### src/rtl/histo_readout.sv
// Readout sequencer for the histogram accumulator: sweeps every bin once per frame
// (1..NUM_BINS-1 then 0) and streams the counts as a checksummed byte packet.
module histo_readout #(
  parameter int         NUM_BINS = 1024,
  parameter int         BIN_W    = 10,
  parameter int         SETTLE   = 4,
  parameter int         DWELL    = 3,
  parameter logic [7:0] SYNC     = 8'hA5
) (
  input  logic             clk,
  input  logic             rst_n,
  input  logic             histo_done,
  output logic             histo_rw,
  output logic [BIN_W-1:0] histo_bin,
  input  logic [23:0]      histo_data,
  output logic [7:0]       out_data,
  output logic             out_valid,
  input  logic             out_ready,
  output logic             out_last,
  output logic             busy,
  output logic             overrun
);

  typedef enum logic [2:0] {
    S_IDLE, S_SETTLE, S_HDR, S_DWELL, S_EMIT, S_TRAIL, S_DRAIN
  } state_t;

  localparam int CNT_MAX = (SETTLE > DWELL) ? SETTLE : DWELL;
  localparam int CNT_W   = $clog2(CNT_MAX) + 1;

  state_t           state_q, state_d;
  logic [CNT_W-1:0] cnt_q, cnt_d;
  logic [1:0]       idx_q, idx_d;
  logic [23:0]      hold_q, hold_d;
  logic [7:0]       csum_q, csum_d;
  logic [7:0]       frame_id_q, frame_id_d;
  logic             rw_q, rw_d;
  logic [BIN_W-1:0] bin_q, bin_d;
  logic [7:0]       data_q, data_d;
  logic             valid_q, valid_d;
  logic             last_q, last_d;
  logic             busy_q, busy_d;
  logic             overrun_q, overrun_d;
  logic             xfer;

  function automatic logic [BIN_W-1:0] next_bin(input logic [BIN_W-1:0] b);
    if (b == BIN_W'(NUM_BINS - 1)) return '0;
    return b + BIN_W'(1);
  endfunction

  function automatic logic [7:0] hold_byte(input logic [23:0] h, input logic [1:0] i);
    case (i)
      2'd0:    return h[23:16];
      2'd1:    return h[15:8];
      default: return h[7:0];
    endcase
  endfunction

  assign xfer = valid_q & out_ready;

  always_comb begin
    state_d    = state_q;
    cnt_d      = cnt_q;
    idx_d      = idx_q;
    hold_d     = hold_q;
    csum_d     = csum_q;
    frame_id_d = frame_id_q;
    rw_d       = rw_q;
    bin_d      = bin_q;
    data_d     = data_q;
    valid_d    = valid_q;
    last_d     = last_q;
    busy_d     = busy_q;
    overrun_d  = overrun_q | (histo_done & (state_q != S_IDLE));

    case (state_q)
      S_IDLE: begin
        if (histo_done) begin
          state_d = S_SETTLE;
          rw_d    = 1'b0;
          busy_d  = 1'b1;
          cnt_d   = CNT_W'(SETTLE - 1);
        end
      end
      S_SETTLE: begin
        if (cnt_q == '0) begin
          state_d = S_HDR;
          valid_d = 1'b1;
          data_d  = SYNC;
          idx_d   = 2'd0;
        end else begin
          cnt_d = cnt_q - CNT_W'(1);
        end
      end
      S_HDR: begin
        if (xfer) begin
          if (idx_q == 2'd0) begin
            data_d = frame_id_q;
            csum_d = frame_id_q;
            idx_d  = 2'd1;
          end else begin
            valid_d = 1'b0;
            bin_d   = BIN_W'(1);
            cnt_d   = CNT_W'(DWELL - 1);
            state_d = S_DWELL;
          end
        end
      end
      S_DWELL: begin
        // Last dwell cycle: accumulator read data has settled for this address
        if (cnt_q == '0) begin
          hold_d  = histo_data;
          data_d  = histo_data[23:16];
          valid_d = 1'b1;
          idx_d   = 2'd0;
          state_d = S_EMIT;
        end else begin
          cnt_d = cnt_q - CNT_W'(1);
        end
      end
      S_EMIT: begin
        if (xfer) begin
          csum_d = csum_q + data_q;
          if (idx_q != 2'd2) begin
            idx_d  = idx_q + 2'd1;
            data_d = hold_byte(hold_q, idx_q + 2'd1);
          end else if (bin_q == '0) begin
            data_d  = csum_q + data_q;
            last_d  = 1'b1;
            state_d = S_TRAIL;
          end else begin
            valid_d = 1'b0;
            bin_d   = next_bin(bin_q);
            cnt_d   = CNT_W'(DWELL - 1);
            state_d = S_DWELL;
          end
        end
      end
      S_TRAIL: begin
        if (xfer) begin
          valid_d = 1'b0;
          last_d  = 1'b0;
          cnt_d   = CNT_W'(SETTLE - 1);
          state_d = S_DRAIN;
        end
      end
      S_DRAIN: begin
        // Hold readout mode until the clear of bin 0 has passed the rw delay
        if (cnt_q == '0) begin
          rw_d       = 1'b1;
          busy_d     = 1'b0;
          frame_id_d = frame_id_q + 8'd1;
          state_d    = S_IDLE;
        end else begin
          cnt_d = cnt_q - CNT_W'(1);
        end
      end
      default: state_d = S_IDLE;
    endcase
  end

  always_ff @(posedge clk or negedge rst_n) begin
    if (!rst_n) begin
      state_q    <= S_IDLE;
      cnt_q      <= '0;
      idx_q      <= '0;
      hold_q     <= '0;
      csum_q     <= '0;
      frame_id_q <= '0;
      rw_q       <= 1'b1;
      bin_q      <= '0;
      data_q     <= '0;
      valid_q    <= 1'b0;
      last_q     <= 1'b0;
      busy_q     <= 1'b0;
      overrun_q  <= 1'b0;
    end else begin
      state_q    <= state_d;
      cnt_q      <= cnt_d;
      idx_q      <= idx_d;
      hold_q     <= hold_d;
      csum_q     <= csum_d;
      frame_id_q <= frame_id_d;
      rw_q       <= rw_d;
      bin_q      <= bin_d;
      data_q     <= data_d;
      valid_q    <= valid_d;
      last_q     <= last_d;
      busy_q     <= busy_d;
      overrun_q  <= overrun_d;
    end
  end

  assign histo_rw  = rw_q;
  assign histo_bin = bin_q;
  assign out_data  = data_q;
  assign out_valid = valid_q;
  assign out_last  = last_q;
  assign busy      = busy_q;
  assign overrun   = overrun_q;

endmodule

### config.mk
export PLATFORM = sky130hd
export DESIGN_NAME = histo_readout
export DESIGN_NICKNAME = d
export VERILOG_FILES = /design/src/rtl/histo_readout.sv
export SDC_FILE = /design/constraint.sdc
export NUM_CORES = 1
export LEC_CHECK = 0
export CAP_MARGIN = 0
export CORE_MARGIN = 3
export CORE_UTILIZATION = 58
export CTS_BUF_LIST = sky130_fd_sc_hd__clkbuf_4
export CTS_CLUSTER_DIAMETER = 50
export DETAILED_ROUTE_END_ITERATION = 8
export PLACE_DENSITY = 0.95
export SLEW_MARGIN = 20
export SYNTH_ARGS = -nofsm -noshare
export SYNTH_HDL_FRONTEND = slang
export SYNTH_SLANG_ARGS = --single-unit
### constraint.sdc
create_clock -name clk -period 2.7 [get_ports clk]
set_input_delay 0.405 -clock clk [delete_from_list [all_inputs] [get_ports clk]]
set_output_delay 0.405 -clock clk [all_outputs]
set_load 0.02 [all_outputs]
### Word level (Yosys, flattened, before mapping)

Cells that the tools add are included.

* register bits after elaboration: 71
* bits of input ports: 28
* output and inout bits: 23
* word-level logic and storage cells: 139

* add/sub/neg operators: 5
* eq/ne operators: 25
* multiplexer cells: 67
* bitwise logic cells: 3
* reductions and logical operators: 26

Operator list (number)
* $mux 10: 7
* $mux 8: 8
* $mux 3: 18
* $pmux 8 s2: 2
* $pmux 8 s4: 1
* $ne 2x2->1 const B: 15
* $pmux 3 s7: 1
* $pmux 10 s2: 1
* $mux 1: 18
* $reduce_and 9->1: 2
* $pmux 3 s5: 1
* $reduce_and 6->1: 2
* $add 10x1->10 const B: 1
* $eq 10x10->1 const B: 1
* $logic_not 10->1: 1
* $mux 2: 5
* $eq 3x3->1 const B: 3
* $add 8x1->8 const B: 1
* $add 8x8->8: 1
* $reduce_and 8->1: 1
* $reduce_bool 4->1: 2
* $reduce_and 7->1: 1
* $eq 3x2->1 const B: 2
* $logic_not 3->1: 2
* 21 further kinds: 29

### Depth between registers and ports, before layout

Gate-level depths: netlist of run 1.

* word-level depth: 11
* depth in mapped cells: 8

### Least setup slack after synthesis of run 1

OpenSTA, ideal clock, no wires.

* path type: register to register
* start point: register data_q[0] (netlist: out_data[0])
* end point: register data_q[6] (netlist: out_data[6])
* arrival: 2064 ps
* required time: 2575 ps
* slack: 512 ps
* stages on the path, launching flop included: 8
* buffers on the path: 0
* period minus slack after synthesis: 2188 ps
* cells stage by stage: dfrtp_1 -> ha_1 -> fa_1 -> a21o_1 -> a221oi_1 -> xor2_1 -> o21ai_1 -> mux2_2

* word-level cells in the longest chain between the ends: 5

Ends and longest elaborated chain
* start: declaration: line 39 `logic [7:0] data_q, data_d;`
* start signal: assignment: line 186 `data_q <= data_d;`
* $add 8x8->8: line 128 `data_d = csum_q + data_q;`
* $mux 8: line 127 `end else if (bin_q == '0) begin`
* $mux 8: line 124 `if (idx_q != 2'd2) begin`
* $mux 8: line 122 `if (xfer) begin`
* $pmux 8 s4: line 76 `case (state_q)`

No other way between the ends. The select of a mux whose other input is x is not followed.
A chain may end at the register's enable or synchronous reset.

### Worst setup path after layout of run 1

* start point: register idx_q[0]
* end point: register data_q[7] (netlist: out_data[7])

* word-level cells in the longest chain between the ends: 6

Ends and longest elaborated chain
* start: declaration: line 33 `logic [1:0] idx_q, idx_d;`
* start signal: assignment: line 180 `idx_q <= idx_d;`
* $add 2x1->2: line 126 `data_d = hold_byte(hold_q, idx_q + 2'd1);`
* $eq 2x1->1 / $logic_not 2->1 (equally long branches): line 52 `case (i)`
* $pmux 8 s2: line 52
* $mux 8: line 124
* $mux 8: line 122
* $pmux 8 s4: line 76

Several ways; a longest one is shown, not always the timed one. The select of a mux whose other input is x is not followed.

==> metrics.txt, run 1 <==
Worst Setup Start Kind=register; Design Area, Final=0.00493 mm2; I/O pins=51; Mapped Area=0.00417 mm2; final setup fails=0; Worst-Skew Late Latency=0.45 ns; routed len/inst=20.0 um; CP max FO=13; flops & latches, synth=71; Area after DPL=0.00474 mm2; top_reg_cell synth=dfrtp_1; fin nets=508; # port buffers=50; Clk pin slew, worst setup/hold paths=0.13 ns; Slew HR=0.527; hold_buf cts=0; initial antenna violation count=0; R2R Path End=out_data[7]; DRT iter0 DRCs=362; setup_tns=0 ns; CTS Buf Count=9; Synth Area in Simple Gates=0.166; FP Rows=30; Worst Max-Slew Pin Slew=0.710 ns; WHS=-0.0223 ns; VDD IR max=734 uV; Max clock buf depth=2; Post-synth ARST share=1.00; width of the die=90.8 um; EDFF count, synth=0; Post-Synth XOR/XNOR Area=0.0273; Arrival @ worst endpoint=2.74 ns; cells on worst reg2reg path=7; violated checks=hold timing; die area=0.00825 mm2; HPWL Detailed=7890 um; RSZ-0062 raised after global routing=false; Starting Density=0.607; Synth Instances=415; CTS root buf=clkbuf_4; vias in the first global route=3736; Crit Path Category=register to register; Crit. End Element=register; post-synthesis mux area share=0.0876; Detailed Routing Iterations Pass 1=5; largest net degree at the start of global routing=43; Via Count=3767; status=finished, violations left; diodes inserted=0; Sink Count=71; largest family of logic cells by synthesized area=compound AO/OA/AOI/OAI gates; reg2reg setup slack=0.28 ns; gr ovfl total=0; PwrDens=1040 mW/mm2; post-cts resize count=0; worst r2r src=idx_q[0]; post-route ant nets=0; adder-cell share of the synthesized area=0.0498; f_max=413 MHz; RePlAce Congestion=0.925; vias per cell=6.67; Critical Path RT=3.02 ns; maxcap violations=0; die height=90.8 um; share of cells above drive strength 1=0.158; Final Hold Fails=5; core footprint=0.00687 mm2; Mean Syn Cell Area=10.1 um2; TritonCTS clock tree=done; Pleak=0.00211 uW; Slew Viols, Final=0; drt total wl=11300 um; Final min period=2.42 ns; sequential fraction of the synthesis area=0.426; H-tree levels=3; Clock Skews=0.0173 ns; Syn Nets=459; Yosys cell types=64; yosys warns=0; Area Overhead vs Synth=18.1%; # fillers=436; first-pass GRT wire length=18600 um; Synth Area in Compound Gates=0.202; worst hold path type=input port to asynchronous set/reset pin; GRT Util Overall=0.281; final clock period utilization by the worst path=0.897; Post-CTS Setup Repair Bufs=0; Worst Setup SP=idx_q[0]; DRC=0
sequential cells by signal, indices dropped and copies added, names as in the netlist:
signal,flops
busy,1
cnt_q,3
csum_q,8
frame_id_q,8
histo_bin,10
histo_rw,1
hold_q,24
idx_q,2
out_data,8
out_last,1
out_valid,1
overrun,1
state_q,3
metrics by stage:
stage | hold WS [ns] | setup WS (ns) | util | cells | total power [uW]
floorplan | 0.109 | 0.512 | - | 415 | 3420
global placement | 0.441 | 0.355 | 0.690 | 549 | 3980
detailed placement | 0.447 | 0.259 | 0.690 | 549 | 4140
CTS | 0.00149 | 0.313 | 0.718 | 565 | 5060
global route | 0.0343 | 0.119 | 0.718 | 565 | 5390
finish | -0.0223 | 0.277 | 0.718 | 565 | 5100
synth_stat cells (2+ instances only):
library cell	number	area, um2
dfrtp_1	70	1750
buf_6	3	33.8
nand3b_1	5	37.5
buf_4	4	30.0
clkbuf_1	6	22.5
xnor2_1	8	70.1
ha_1	15	188
nor3_1	8	40.0
nor2b_1	9	56.3
buf_1	2	7.51
nor3b_1	4	30.0
nand2_1	31	116
buf_2	5	25.0
nor2_1	26	97.6
nand4_1	3	18.8
a31oi_1	11	68.8
o21ai_1	6	30.0
nand3_2	2	20.0
a2111oi_2	3	45.0
a221oi_1	8	70.1
nand3_1	10	50.1
o22ai_1	11	68.8
nor4_2	2	25.0
nand2b_1	6	37.5
a211oi_1	2	15.0
a21oi_1	24	120
a21o_1	7	52.6
xor2_1	5	43.8
a311oi_1	2	17.5
mux2i_1	5	50.1
o21ai_0	27	135
mux2_2	28	315
and3_1	7	43.8
o31ai_1	7	52.6
inv_1	14	52.6
cell usage in the layout (no fill, tap or decap), types with 6 or more instances in the layout:
cell type        synthesis  routed
o21ai_1                  6       6
a221oi_1                 8       8
inv_1                   14      14
nand3_1                 10      10
nor2_1                  26      26
ha_1                    15      15
o22ai_1                 11      11
nor2b_1                  9       9
dfrtp_1                 70      70
nand2_1                 31      31
a31oi_1                 11      11
buf_4                    4       7
clkdlybuf4s50_1          0      49
nor3_1                   8       8
o21ai_0                 27      27
o31ai_1                  7       7
nand2b_1                 6       6
clkbuf_4                 0       9
xnor2_1                  8       8
and3_1                   7       7
a21o_1                   7       7
a21oi_1                 24      24
mux2_2                  28      28
worst max-delay path: stages (launching register included):
cell and delay (ns):
dfrtp_1 0.43, inv_1 0.09, ha_1 0.49, nand3b_1 0.16
a211oi_2 0.42, o22ai_1 0.22, a2111oi_2 0.36, o22ai_1 0.12
cell type report:
cell class                      instances  area, um2  share of cell area
Sequential cell                        71       1780               0.361
Clock buffer                            9       67.6              0.0137
Tap cell                               96        120              0.0244
Multi-Input combinational cell        310       2220               0.451
Clock inverter                          7        120              0.0244
Inverter                               14       52.6              0.0107
Timing Repair Buffer                   58        568               0.115
cells by family after synthesis:
kind of cell / count (synthesis)
AO/OA/AOI/OAI: 124
AND/OR/NAND/NOR: 124
flip-flops: 71
buffers and inverters: 34
multiplexers: 33
adder cells (fa/ha/maj): 16
XOR/XNOR: 13
report_power, final:
part           internal (uW)  total (uW)  switching, uW
Clock                    471         888            417
Sequential              1410        1750            337
Combinational           1060        2470           1410
Total                   2940        5100           2170
how the worst max path moves through the flow:
stage	slack, ns	end	cells past startpoint
4_1_cts	0.31	out_data[7]	7
3_3_place_gp	0.35	state_q[2]	6
6_report	0.28	out_data[7]	7
2_1_floorplan	0.51	out_data[6]	7
3_5_place_dp	0.26	state_q[2]	6
5_1_grt	0.12	state_q[2]	7
layer usage:
layer	share of wire	global-route usage
met4	0.052	0.168
met3	0.10	0.0617
met5	0	0
met2	0.47	0.454
met1	0.37	0.346
Note: power is estimated with default switching activity, not from simulation.
==> run 2, diff against run 1 <==
Settings changed: CORE_UTILIZATION 58 to 54, PLACE_DENSITY 0.95 to 0.9.
==> run 2 against run 1 <==
  * The run now ends clean
  * Register-to-register slack got worse by 0.03 ns
  * Cell count rose by 0.88%
  * Core utilization fell by 4.9 points
  * Critical path depth rose by 1
  * Maximum frequency fell by 1.4%
  * Combinational power fell by 2%
  * Clock-buffer cell count did not move
  * Clock power fell by 12%
  * Sequential cell count did not move
  * Routed wire length fell by 8.1%
  * First-iteration DRC count fell by 24%
  * Non-clock buffer count rose by 2
  * Largest cell class unchanged
  * Highest routed layer unchanged
==> metrics.txt, run 2 (synthesis gave the netlist of run 1 again) <==
f_max=407 MHz (-1.4%); RSZ-0062 raised after global routing=false; RePlAce Congestion=0.918 (-0.67%); VDD IR max=480 uV (-35%); Starting Density=0.566 (-0.0413); Seq pwr share=0.352 (+0.010); TritonCTS clock tree=done; Crit-path slowest cell=ha_1; I/O pins=51 (unchanged); die area=0.00882 mm2 (+6.9%); Sw Pwr=2100 uW (-3.2%); Largest Register=hold_q; Hold Path Origin=overrun; Pleak=0.00211 uW (about the same); vias in the first global route=3502 (-6.3%); FP Rows=31 (+3.3%); setup_tns=0 ns (unchanged); status=complete, no violations; cells on worst reg2reg path=8 (+1); CTS root buf=clkbuf_4; Setup WS pre-CTS=0.261 ns (+0.00161 ns); worst hold path type=register to register; Worst Setup Start Kind=register; post-route ant nets=0 (unchanged); width of the die=93.9 um (+3.4%); CTS Buf Count=9 (unchanged); share of cells above drive strength 1=0.159 (+0.00145); H-tree levels=3 (unchanged); Worst Max-Slew Pin Slew=0.633 ns (-0.0767 ns); final clock period utilization by the worst path=0.910 (+0.0128); Slew HR=0.575 (+0.0477); maxcap violations=0 (unchanged); Max clock buf depth=2 (unchanged); largest net degree at the start of global routing=48 (+12%); hold path depth=1; clock power share=0.158 (-0.016); Sw Share=0.424 (-0.000798); diodes inserted=0 (unchanged); Slew Viols, Final=0 (unchanged); post-cts resize count=0 (unchanged); commonest non-fill, non-tap cell in the layout=dfrtp_1; Worst-Skew Late Latency=0.44 ns (about the same); first-pass GRT wire length=17000 um (-8.7%); Critical Path RT=3.07 ns (+0.05 ns); DRT iter0 DRCs=276 (-24%); initial antenna violation count=0 (unchanged); Final min period=2.46 ns (+0.0345 ns); worst r2r src=idx_q[0]; CP max FO=13 (unchanged); Sink Count=71 (unchanged); final setup fails=0 (unchanged); Clock Skews=0.0198 ns (+0.00251 ns); GRT Util Overall=0.244 (-0.0373); PwrDens=1000 mW/mm2 (-3.0%); vias per cell=6.43 (-3.6%); gr ovfl total=0 (unchanged); Clk pin slew, worst setup/hold paths=0.12 ns (about the same); critical-path cell list=inv_1 -> ha_1 -> nand3b_1 -> a211oi_2 -> a2bb2oi_2 -> buf_4 -> nor2_1 -> a31oi_1; Detailed Routing Iterations Pass 1=5 (unchanged); Int Pwr=2850 uW (-2.9%); Final WS setup=0.242 ns (-0.0345 ns); Crit Path Category=register to register; CP max stage delay=0.47 ns (-0.02 ns); DRC=0 (unchanged); reg2reg setup slack=0.24 ns (-0.03 ns); Final Hold Fails=0 (-5); routed len/inst=18.2 um (-8.9%); core footprint=0.00737 mm2 (+7.3%); HPWL Detailed=7530 um (-4.6%); Crit. End Element=register; R2R Path End=out_data[0]; Area Overhead vs Synth=18.1% (about the same); Arrival @ worst endpoint=2.82 ns (+0.08 ns); Via Count=3665 (-2.7%); Worst Hold Path EP=overrun; Largest register FFs=24 (unchanged); # fillers=556 (+28%); # port buffers=50 (unchanged); drt total wl=10400 um (-8.1%); Comb power frac=0.490 (+0.006); fin nets=510 (+0.39%); Final Power=4950 uW (-3.0%); most frequent cells in the layout=70 x dfrtp_1, 49 x clkdlybuf4s50_1, 31 x nand2_1, 28 x mux2_2, 27 x o21ai_0; die height=93.9 um (+3.4%)
-- run 2: how the worst max path moves through the flow --
stage | end | cells after the start | start
final | out_data[0] | 8 | idx_q[0]
after global routing | out_data[4] | 8 | idx_q[0]
after CTS | out_data[0] | 8 | idx_q[0]
after detailed placement | state_q[2] | 6 | out_ready
after global placement | state_q[2] | 6 | out_ready
after floorplan | out_data[6] | 7 | out_data[0]
-- run 2: through the flow --
step,std cells,cell area [um2],util,hold slack (ns)
3_3_place_gp,553,4750,0.645,0.442
4_1_cts,570,4930,0.668,0.477
2_1_floorplan,415,4170,-,0.109
5_1_grt,570,4930,0.668,0.501
3_5_place_dp,553,4750,0.645,0.448
6_report,570,4930,0.668,0.479
-- run 2: final cells by class --
type	instances	area, um2	share of cell area
Clock buffer	9	67.6	0.0137
Clock inverter	7	95.1	0.0193
Inverter	14	52.6	0.0107
Multi-Input combinational cell	310	2220	0.451
Sequential cell	71	1780	0.361
Tap cell	99	124	0.0251
Timing Repair Buffer	60	586	0.119
-- run 2: what timing repair did --
item | in CTS | in global routing
buffers inserted | 0 | 0
hold buffers | 1 | 0
endpoints found under the hold margin | 24 | 0
-- run 2: worst max-delay path: cells and delay by family, from the launching register on --
| kind | cells | cell delay, ns |
|---|---|---|
| adder cells (fa/ha/maj) | 1 | 0.47 |
| AO/OA/AOI/OAI | 3 | 0.98 |
| buffers and inverters | 2 | 0.32 |
| AND/OR/NAND/NOR | 2 | 0.20 |
| flip-flops | 1 | 0.43 |
-- run 2: power groups by stage --
| stage | registers, uW | logic [uW] | clock network, uW |
|---|---|---|---|
| floorplan | 1710 | 1710 | 0 |
| global placement | 1730 | 2260 | 0 |
| detailed placement | 1760 | 2370 | 0 |
| CTS | 1730 | 2390 | 788 |
| global route | 1790 | 2650 | 825 |
| finish | 1740 | 2420 | 781 |
-- run 2: metal layers --
layer / global-route usage / vias up / routed length [um]
li1: - / 1647 / -
met4: 0.103 / 0 / 271
met2: 0.391 / 191 / 4900
met1: 0.326 / 1799 / 4500
met5: 0 / - / 0
met3: 0.0433 / 28 / 698
==> run 3, diff against run 2 <==
Settings changed: CTS_BUF_LIST sky130_fd_sc_hd__clkbuf_4 to default.
==> run 3 against run 2 <==
  * Non-clock buffer count shrank 1
  * Via count rose by 1.1%
  * Worst hold slack worse by 0.44 ns
  * Critical path depth is 2 lower
  * Sequential cell count did not move
  * Cell area up 0.94%
  * Clock-buffer cell count unchanged
  * Clock skew down 0.0065 ns
  * Critical path type unchanged
  * Critical endpoint is now out_data[2]
  * Largest power group unchanged
==> metrics.txt, run 3 (synthesis gave the netlist of run 1 again) <==
Clk pin slew, worst setup/hold paths=0.08 ns (-0.04 ns); Sink Count=71 (unchanged); Final WS setup=0.235 ns (-0.00781 ns); RSZ-0062 raised after global routing=false; Clock Skews=0.0133 ns (-0.00653 ns); most frequent cells in the layout=70 x dfrtp_1, 49 x clkdlybuf4s50_1, 31 x nand2_1, 28 x mux2_2, 27 x o21ai_0; PwrDens=1040 mW/mm2 (+3.1%); width of the die=93.9 um (unchanged); hold_buf cts=0 (-1); share of cells above drive strength 1=0.160 (+0.000339); Arrival @ worst endpoint=2.72 ns (-0.10 ns); f_max=406 MHz (-0.32%); Post-Place Cells=553 (unchanged); Final Non-Filler Cells=569 (-0.18%); I/O pins=51 (unchanged); worst hold path type=input port to asynchronous set/reset pin; diodes inserted=0 (unchanged); Design Area, Final=0.00497 mm2 (+0.94%); final clock period utilization by the worst path=0.913 (+0.00289); final setup fails=0 (unchanged); Area after DPL=0.00475 mm2 (unchanged); Post-CTS Setup Repair Bufs=0 (unchanged); Final Hold Fails=0 (unchanged); die height=93.9 um (unchanged); largest net degree at the start of global routing=48 (unchanged); FP Rows=31 (unchanged); Slew Viols, Final=0 (unchanged); Slew HR=0.555 (-0.0190); Detailed Routing Iterations Pass 1=5 (unchanged); Crit Path Category=register to register; Final min period=2.47 ns (+0.00781 ns); Worst-Skew Late Latency=0.36 ns (-0.08 ns); drt total wl=10700 um (+3.5%); VDD IR max=590 uV (+23%); first-pass GRT wire length=17300 um (+1.7%); gr ovfl total=0 (unchanged); GRT Util Overall=0.250 (+0.00590); DRT iter0 DRCs=361 (+31%); vias per cell=6.51 (+1.2%); Setup WS pre-CTS=0.261 ns (unchanged); H-tree levels=3 (unchanged); routed len/inst=18.9 um (+3.7%); final core occ=0.675 (+0.00628); maxcap violations=0 (unchanged); Largest Register=hold_q; setup_tns=0 ns (unchanged); post-cts resize count=0 (unchanged); post-route ant nets=0 (unchanged); Max clock buf depth=2 (unchanged); # port buffers=50 (unchanged); DRC=0 (unchanged); Area Overhead vs Synth=19.2%; Worst Setup Start Kind=register; worst r2r src=idx_q[0]; CTS root buf=clkbuf_8; HPWL Detailed=7530 um (unchanged); Crit. End Element=register; Pleak=0.00213 uW (+0.91%); CP max FO=13 (unchanged); Via Count=3704 (+1.1%); TritonCTS clock tree=done; Largest register FFs=24 (unchanged); initial antenna violation count=0 (unchanged); core footprint=0.00737 mm2 (unchanged); fin nets=509 (-0.20%); die area=0.00882 mm2 (unchanged); Worst Max-Slew Pin Slew=0.661 ns (+0.0283 ns); CTS Buf Count=9 (unchanged); RePlAce Congestion=0.918 (unchanged); Worst Setup SP=idx_q[0]; status=complete, no violations; vias in the first global route=3513 (+0.31%); Starting Density=0.566 (unchanged); commonest non-fill, non-tap cell in the layout=dfrtp_1; Critical Path RT=2.95 ns (-0.12 ns)
[run 3: cell count changes in the layout (fill, tap and decap cells not counted), sizes merged]
cell,previous run,this run
dlygate4sd3,1,0
[run 3: layer usage]
metal  share of wire  up-vias  routed length (um)  global-route usage
li1                -     1643                   -                   -
met2            0.49      201                5230               0.402
met3           0.077       23                 830              0.0521
met1            0.41     1837                4440               0.332
met4           0.023        0                 242              0.0975
met5               0        -                   0                   0
[run 3: path summary, 6_finish.rpt]
kind | end | slack [ns] | depth (start not counted)
min in group clk | overrun | 0.47 | 1
max in group asynchronous | histo_rw | 1.93 | 2
worst max-delay path | out_data[2] | 0.23 | 6
worst min register to register | overrun | 0.47 | 1
worst min-delay path | out_data[2] | 0.04 | 1
worst max register to register | out_data[2] | 0.23 | 6
[run 3: per-stage QoR]
step	hold WS, ns	total power (uW)
CTS	0.0595	5120
finish	0.0416	5150
global route	0.0830	5450
floorplan	0.109	3420
global placement	0.442	3990
detailed placement	0.448	4130
[run 3: final cells by class]
class	count	area, um2
Multi-Input combinational cell	310	2220
Inverter	14	52.6
Clock buffer	9	124
Timing Repair Buffer	59	576
Sequential cell	71	1780
Tap cell	99	124
Clock inverter	7	95.1
Fill cell	541	2400
[run 3: worst max-delay path: stages, from the launching register on]
cell,delay (ns)
dfrtp_1,0.41
inv_1,0.09
ha_1,0.48
nand3b_1,0.16
a211oi_2,0.44
a2bb2oi_2,0.39
mux2_2,0.38
[run 3: power by group]
part	switching, uW	total (uW)	internal [uW]
registers	334	1750	1410
clock network	428	950	521
logic	1380	2450	1070
==> variant 1 (settings of run 3) <==
The 7 states of `state_t` get a one-hot encoding in 7 bits.
--- a/src/rtl/histo_readout.sv
+++ b/src/rtl/histo_readout.sv
@@ -22,6 +22,6 @@
 );
 
-  typedef enum logic [2:0] {
-    S_IDLE, S_SETTLE, S_HDR, S_DWELL, S_EMIT, S_TRAIL, S_DRAIN
+  typedef enum logic [6:0] {
+    S_IDLE = 7'b0000001, S_SETTLE = 7'b0000010, S_HDR = 7'b0000100, S_DWELL = 7'b0001000, S_EMIT = 7'b0010000, S_TRAIL = 7'b0100000, S_DRAIN = 7'b1000000
   } state_t;
 
Formal check against the unedited RTL: no difference found for any inputs over 10 cycles, from zero or initial values and one cycle with rst_n low; not proved beyond that.
==> variant 1 against run 3 <==
Fmax rose by 2.1%; synthesized area rose by 5.7%; total power fell by 25%; cell area rose by 6.5%; sequential cell count rose by 4; first-iteration DRC count rose by 6.6%; wire length rose by 11%; setup slack improved by 52 ps; clock skew barely moved; core utilization barely moved; combinational power fell by 40%; sequential power fell by 18%; largest cell class unchanged; largest power group unchanged; highest routed layer unchanged.
==> variant 1: results (changes against run 3) <==
| Metric | Value |
|---|---|
| Status | `completed (unchanged)` |
| Syn_nets | `527 (was 459)` |
| Layout cells sized above 1 | `0.101 (was 0.160)` |
| Register Area | `0.00188 mm^2 (was 0.00178 mm^2)` |
| Inverters | `19 (was 14)` |
| Worst-Margin Slew | `771 ps (was 661 ps)` |
| Reg-to-reg endpoint | `state_q[6]$_DFFE_PN0P_ (was out_data[2]$_DFFE_PN0P_)` |
| VDD IR-drop max | `0.000364 V (was 0.000590 V)` |
| Overall Global Routing Usage | `0.268 (was 0.250)` |
| Register-to-register setup slack | `290 ps (was 230 ps)` |
| Drt wl/cell | `18.4 um (was 18.9 um)` |
| Logic pwr share | `0.377 (was 0.476)` |
| Nets | `584 (was 509)` |
| Non-clk buf share | `0.120 (was 0.116)` |
| Clock Skew | `13.4 ps (was 13.3 ps)` |
| DR iter-0 viols | `385 (was 361)` |
| Netlist cell types | `70 (was 64)` |
| Gp weighted congestion | `0.957 (was 0.918)` |
| Hold Buf Count CTS | `1 (was 0)` |
| Comb_multi_in | `368 (was 310)` |
| Post-synth top cells | `99 x nand2_1, 73 x dfrtp_1, 35 x nor2_1, 19 x inv_1, 19 x o21ai_0 (was 70 x dfrtp_1, 31 x nand2_1, 28 x mux2_2, 27 x o21ai_0, 26 x nor2_1)` |
| Sequential fraction of the synthesis area | `0.426 (about the same)` |
| Drt first pass iters | `5 (unchanged)` |
| Critical Path Fanout Max | `9 (was 13)` |
| Multi-input combinational area share | `0.445 (was 0.447)` |
| Critical path arrival | `2640 ps (was 2720 ps)` |
| Vias in the first global route | `3852 (was 3513)` |
| ClkCell Share | `0.0420 (was 0.0440)` |
| Clock power share | `0.251 (was 0.184)` |
| Switch share | `0.379 (was 0.417)` |
| Top Family by Delay on Critical Path | `simple AND/OR/NAND/NOR gates (was compound AO/OA/AOI/OAI gates)` |
| DR vias | `4104 (was 3704)` |
| DP Wirelength | `8.79 mm (was 7.53 mm)` |
| Leakage power total | `2.31 nW (was 2.13 nW)` |
| Final Hold Slack | `430 ps (was 41.6 ps)` |
| Main area contributors after synthesis | `dfrtp_1 41%, nand2_1 8.4%, ha_1 4.3%, nor2_1 3.0%, o21ai_0 2.2% (was dfrtp_1 42%, mux2_2 7.6%, ha_1 4.5%, o21ai_0 3.2%, a21oi_1 2.9%)` |
[variant 1: how the worst max path moves through the flow]
stage	startpoint	to	slack, ps	cells past startpoint
after floorplan	histo_bin[0]$_DFFE_PN0P_	cnt_q[0]$_DFFE_PN0P_	570	7
after global placement	histo_bin[0]$_DFFE_PN0P_	histo_bin[3]$_DFFE_PN0P_	440	8
after detailed placement	state_q[6]$_DFFE_PN0P_	histo_bin[5]$_DFFE_PN0P_	380	5
after CTS	state_q[6]$_DFFE_PN0P_	histo_bin[5]$_DFFE_PN0P_	360	5
after global routing	state_q[6]$_DFFE_PN0P_	histo_bin[5]$_DFFE_PN0P_	210	5
final	idx_q[0]$_DFFE_PN0P_	state_q[6]$_DFFE_PN0P_	290	6
[variant 1: per-layer routing]
layer  vias to the layer above  wire [um]  part of all wire  global-route usage
met4                         0        187             0.016              0.0935
met3                        18        995             0.084              0.0395
li1                       1879          -                 -                   -
met2                       213       5690              0.48               0.422
met5                         -          0                 0                   0
met1                      1994       5010              0.42               0.379
[variant 1: kinds of logic (layout without fill, tap and decap cells)]
group / Yosys count / after routing / synth area share
AND/OR/NAND/NOR: 207 / 207 / 0.236
flip-flops: 75 / 75 / 0.426
AO/OA/AOI/OAI: 124 / 124 / 0.207
multiplexers: 7 / 7 / 0.0164
adder cells (fa/ha/maj): 16 / 16 / 0.0471
buffers and inverters: 40 / 102 / 0.0394
XOR/XNOR: 14 / 14 / 0.0278
[variant 1: through the flow]
step	util	setup WS [ps]	area, um^2	std cells	power (mW)
after floorplan	-	572	4410	483	2.37
after global placement	0.645	443	5060	630	2.83
after detailed placement	0.645	385	5060	630	2.88
after CTS	0.675	359	5300	647	3.85
after global routing	0.675	207	5300	647	4.06
final	0.675	286	5300	647	3.87
==> variant 2 (config.mk and constraints of run 3) <==
Made on the original files. Set the parameter `BIN_W` to 9 (it was 10).
--- a/src/rtl/histo_readout.sv
+++ b/src/rtl/histo_readout.sv
@@ -3,5 +3,5 @@
 module histo_readout #(
   parameter int         NUM_BINS = 1024,
-  parameter int         BIN_W    = 10,
+  parameter int         BIN_W    = 9,
   parameter int         SETTLE   = 4,
   parameter int         DWELL    = 3,
Ports: changed (resized histo_bin); port bits go from 51 to 50. No check against the original RTL was run, so the function may have changed too.
==> variant 2 against run 3 <==
Total power decreased by 6.5%; setup slack got worse by 18 ps; sequential cell count decreased by 1; wire length decreased by 4.3%; synthesized cell count decreased by 1.7%; worst hold slack got worse by 22 ps; critical path depth increased by 2; cell area decreased by 0.88%; cell count decreased by 1.2%; synthesized area decreased by 0.48%; fmax decreased by 0.74%; largest power group unchanged.
==> variant 2: results (changes against run 3) <==
| Metric | Value |
|---|---|
| Gp weighted congestion | `0.874 (was 0.918)` |
| Post-DR vias/cell | `6.25 (was 6.51)` |
| Syn_nets | `453 (was 459)` |
| Worst reg2reg path depth | `8 (was 6)` |
| Fillers | `558 (was 541)` |
| Leakage power total | `2.20 nW (was 2.13 nW)` |
| DR iter-0 viols | `218 (was 361)` |
| Seq pwr | `1.71 mW (was 1.75 mW)` |
| Main area contributors after synthesis | `dfrtp_1 42%, mux2_4 6.9%, ha_1 4.8%, nor2_1 2.9%, a21oi_1 2.7% (was dfrtp_1 42%, mux2_2 7.6%, ha_1 4.5%, o21ai_0 3.2%, a21oi_1 2.9%)` |
| Final Hold Slack | `19.5 ps (was 41.6 ps)` |
| Placed cells | `546 (was 553)` |
| First-pass GRT wire length | `16.7 mm (was 17.3 mm)` |
| Nets | `503 (was 509)` |
| Sequential fraction of the synthesis area | `0.422 (was 0.426)` |
| VDD IR-drop max | `0.000465 V (was 0.000590 V)` |
| Drt wl/cell | `18.3 um (was 18.9 um)` |
| Post-synth top cells | `69 x dfrtp_1, 32 x nor2_1, 27 x nand2_1, 22 x a21oi_1, 21 x o21ai_0 (was 70 x dfrtp_1, 31 x nand2_1, 28 x mux2_2, 27 x o21ai_0, 26 x nor2_1)` |
| Overall Global Routing Usage | `0.242 (was 0.250)` |
| Register-to-register setup slack | `220 ps (was 230 ps)` |
| DP Wirelength | `7.41 mm (was 7.53 mm)` |
| Critical path arrival | `2750 ps (was 2720 ps)` |
| Headroom to the max-slew limit | `0.550 (was 0.555)` |
| Pre-CTS setup slack | `199 ps (was 261 ps)` |
| Status | `completed (unchanged)` |
| Logic pwr share | `0.484 (was 0.476)` |
| Pwr dens | `976 mW/mm^2 (was 1040 mW/mm^2)` |
## variant 2: final cells by class
class                      count  area (um^2)  share of cell area
multi-input combinational    305         2240               0.454
sequential                    70         1750               0.356
timing repair buffer          61          601               0.122
clock buffer                   9          124              0.0251
tap                           99          124              0.0251
clock inverter                 7         48.8             0.00990
inverter                      11         41.3             0.00838
## variant 2: logic make-up (layout without fill, tap and decap cells)
family                   count (synthesis)  in the layout  synth area share
AO/OA/AOI/OAI                          114            114             0.186
adder cells (fa/ha/maj)                 17             17            0.0530
XOR/XNOR                                12             12            0.0253
flip-flops                              70             70             0.422
buffers and inverters                   33             88            0.0392
multiplexers                            39             39             0.121
AND/OR/NAND/NOR                        123            123             0.154
## variant 2: routing by layer
| metal | wire length [um] | up-vias | GRT usage | share of wire |
|---|---|---|---|---|
| li1 | - | 1612 | - | - |
| met1 | 4190 | 1746 | 0.290 | 0.41 |
| met2 | 5260 | 125 | 0.430 | 0.51 |
| met3 | 575 | 31 | 0.0425 | 0.056 |
| met4 | 243 | 0 | 0.0927 | 0.024 |
| met5 | 0 | - | 0 | 0 |
## variant 2: worst min-delay path by stage
stage / startpoint / to / cells after the start
finish: rst_n / overrun$_DFF_PN0_ / 1
global route: rst_n / overrun$_DFF_PN0_ / 1
CTS: rst_n / overrun$_DFF_PN0_ / 1
detailed placement: rst_n / state_q[1]$_DFFE_PN0P_ / 1
global placement: rst_n / busy$_DFFE_PN0P_ / 1
floorplan: rst_n / busy$_DFFE_PN0P_ / 0
## variant 2: critical path: stages (launching register included)
cell and delay [ps]:
dfrtp_1 450, ha_1 280, and3_1 230, and3_1 200
and3_1 180, ha_1 180, nand2b_1 260, or2_1 360
o31ai_1 250
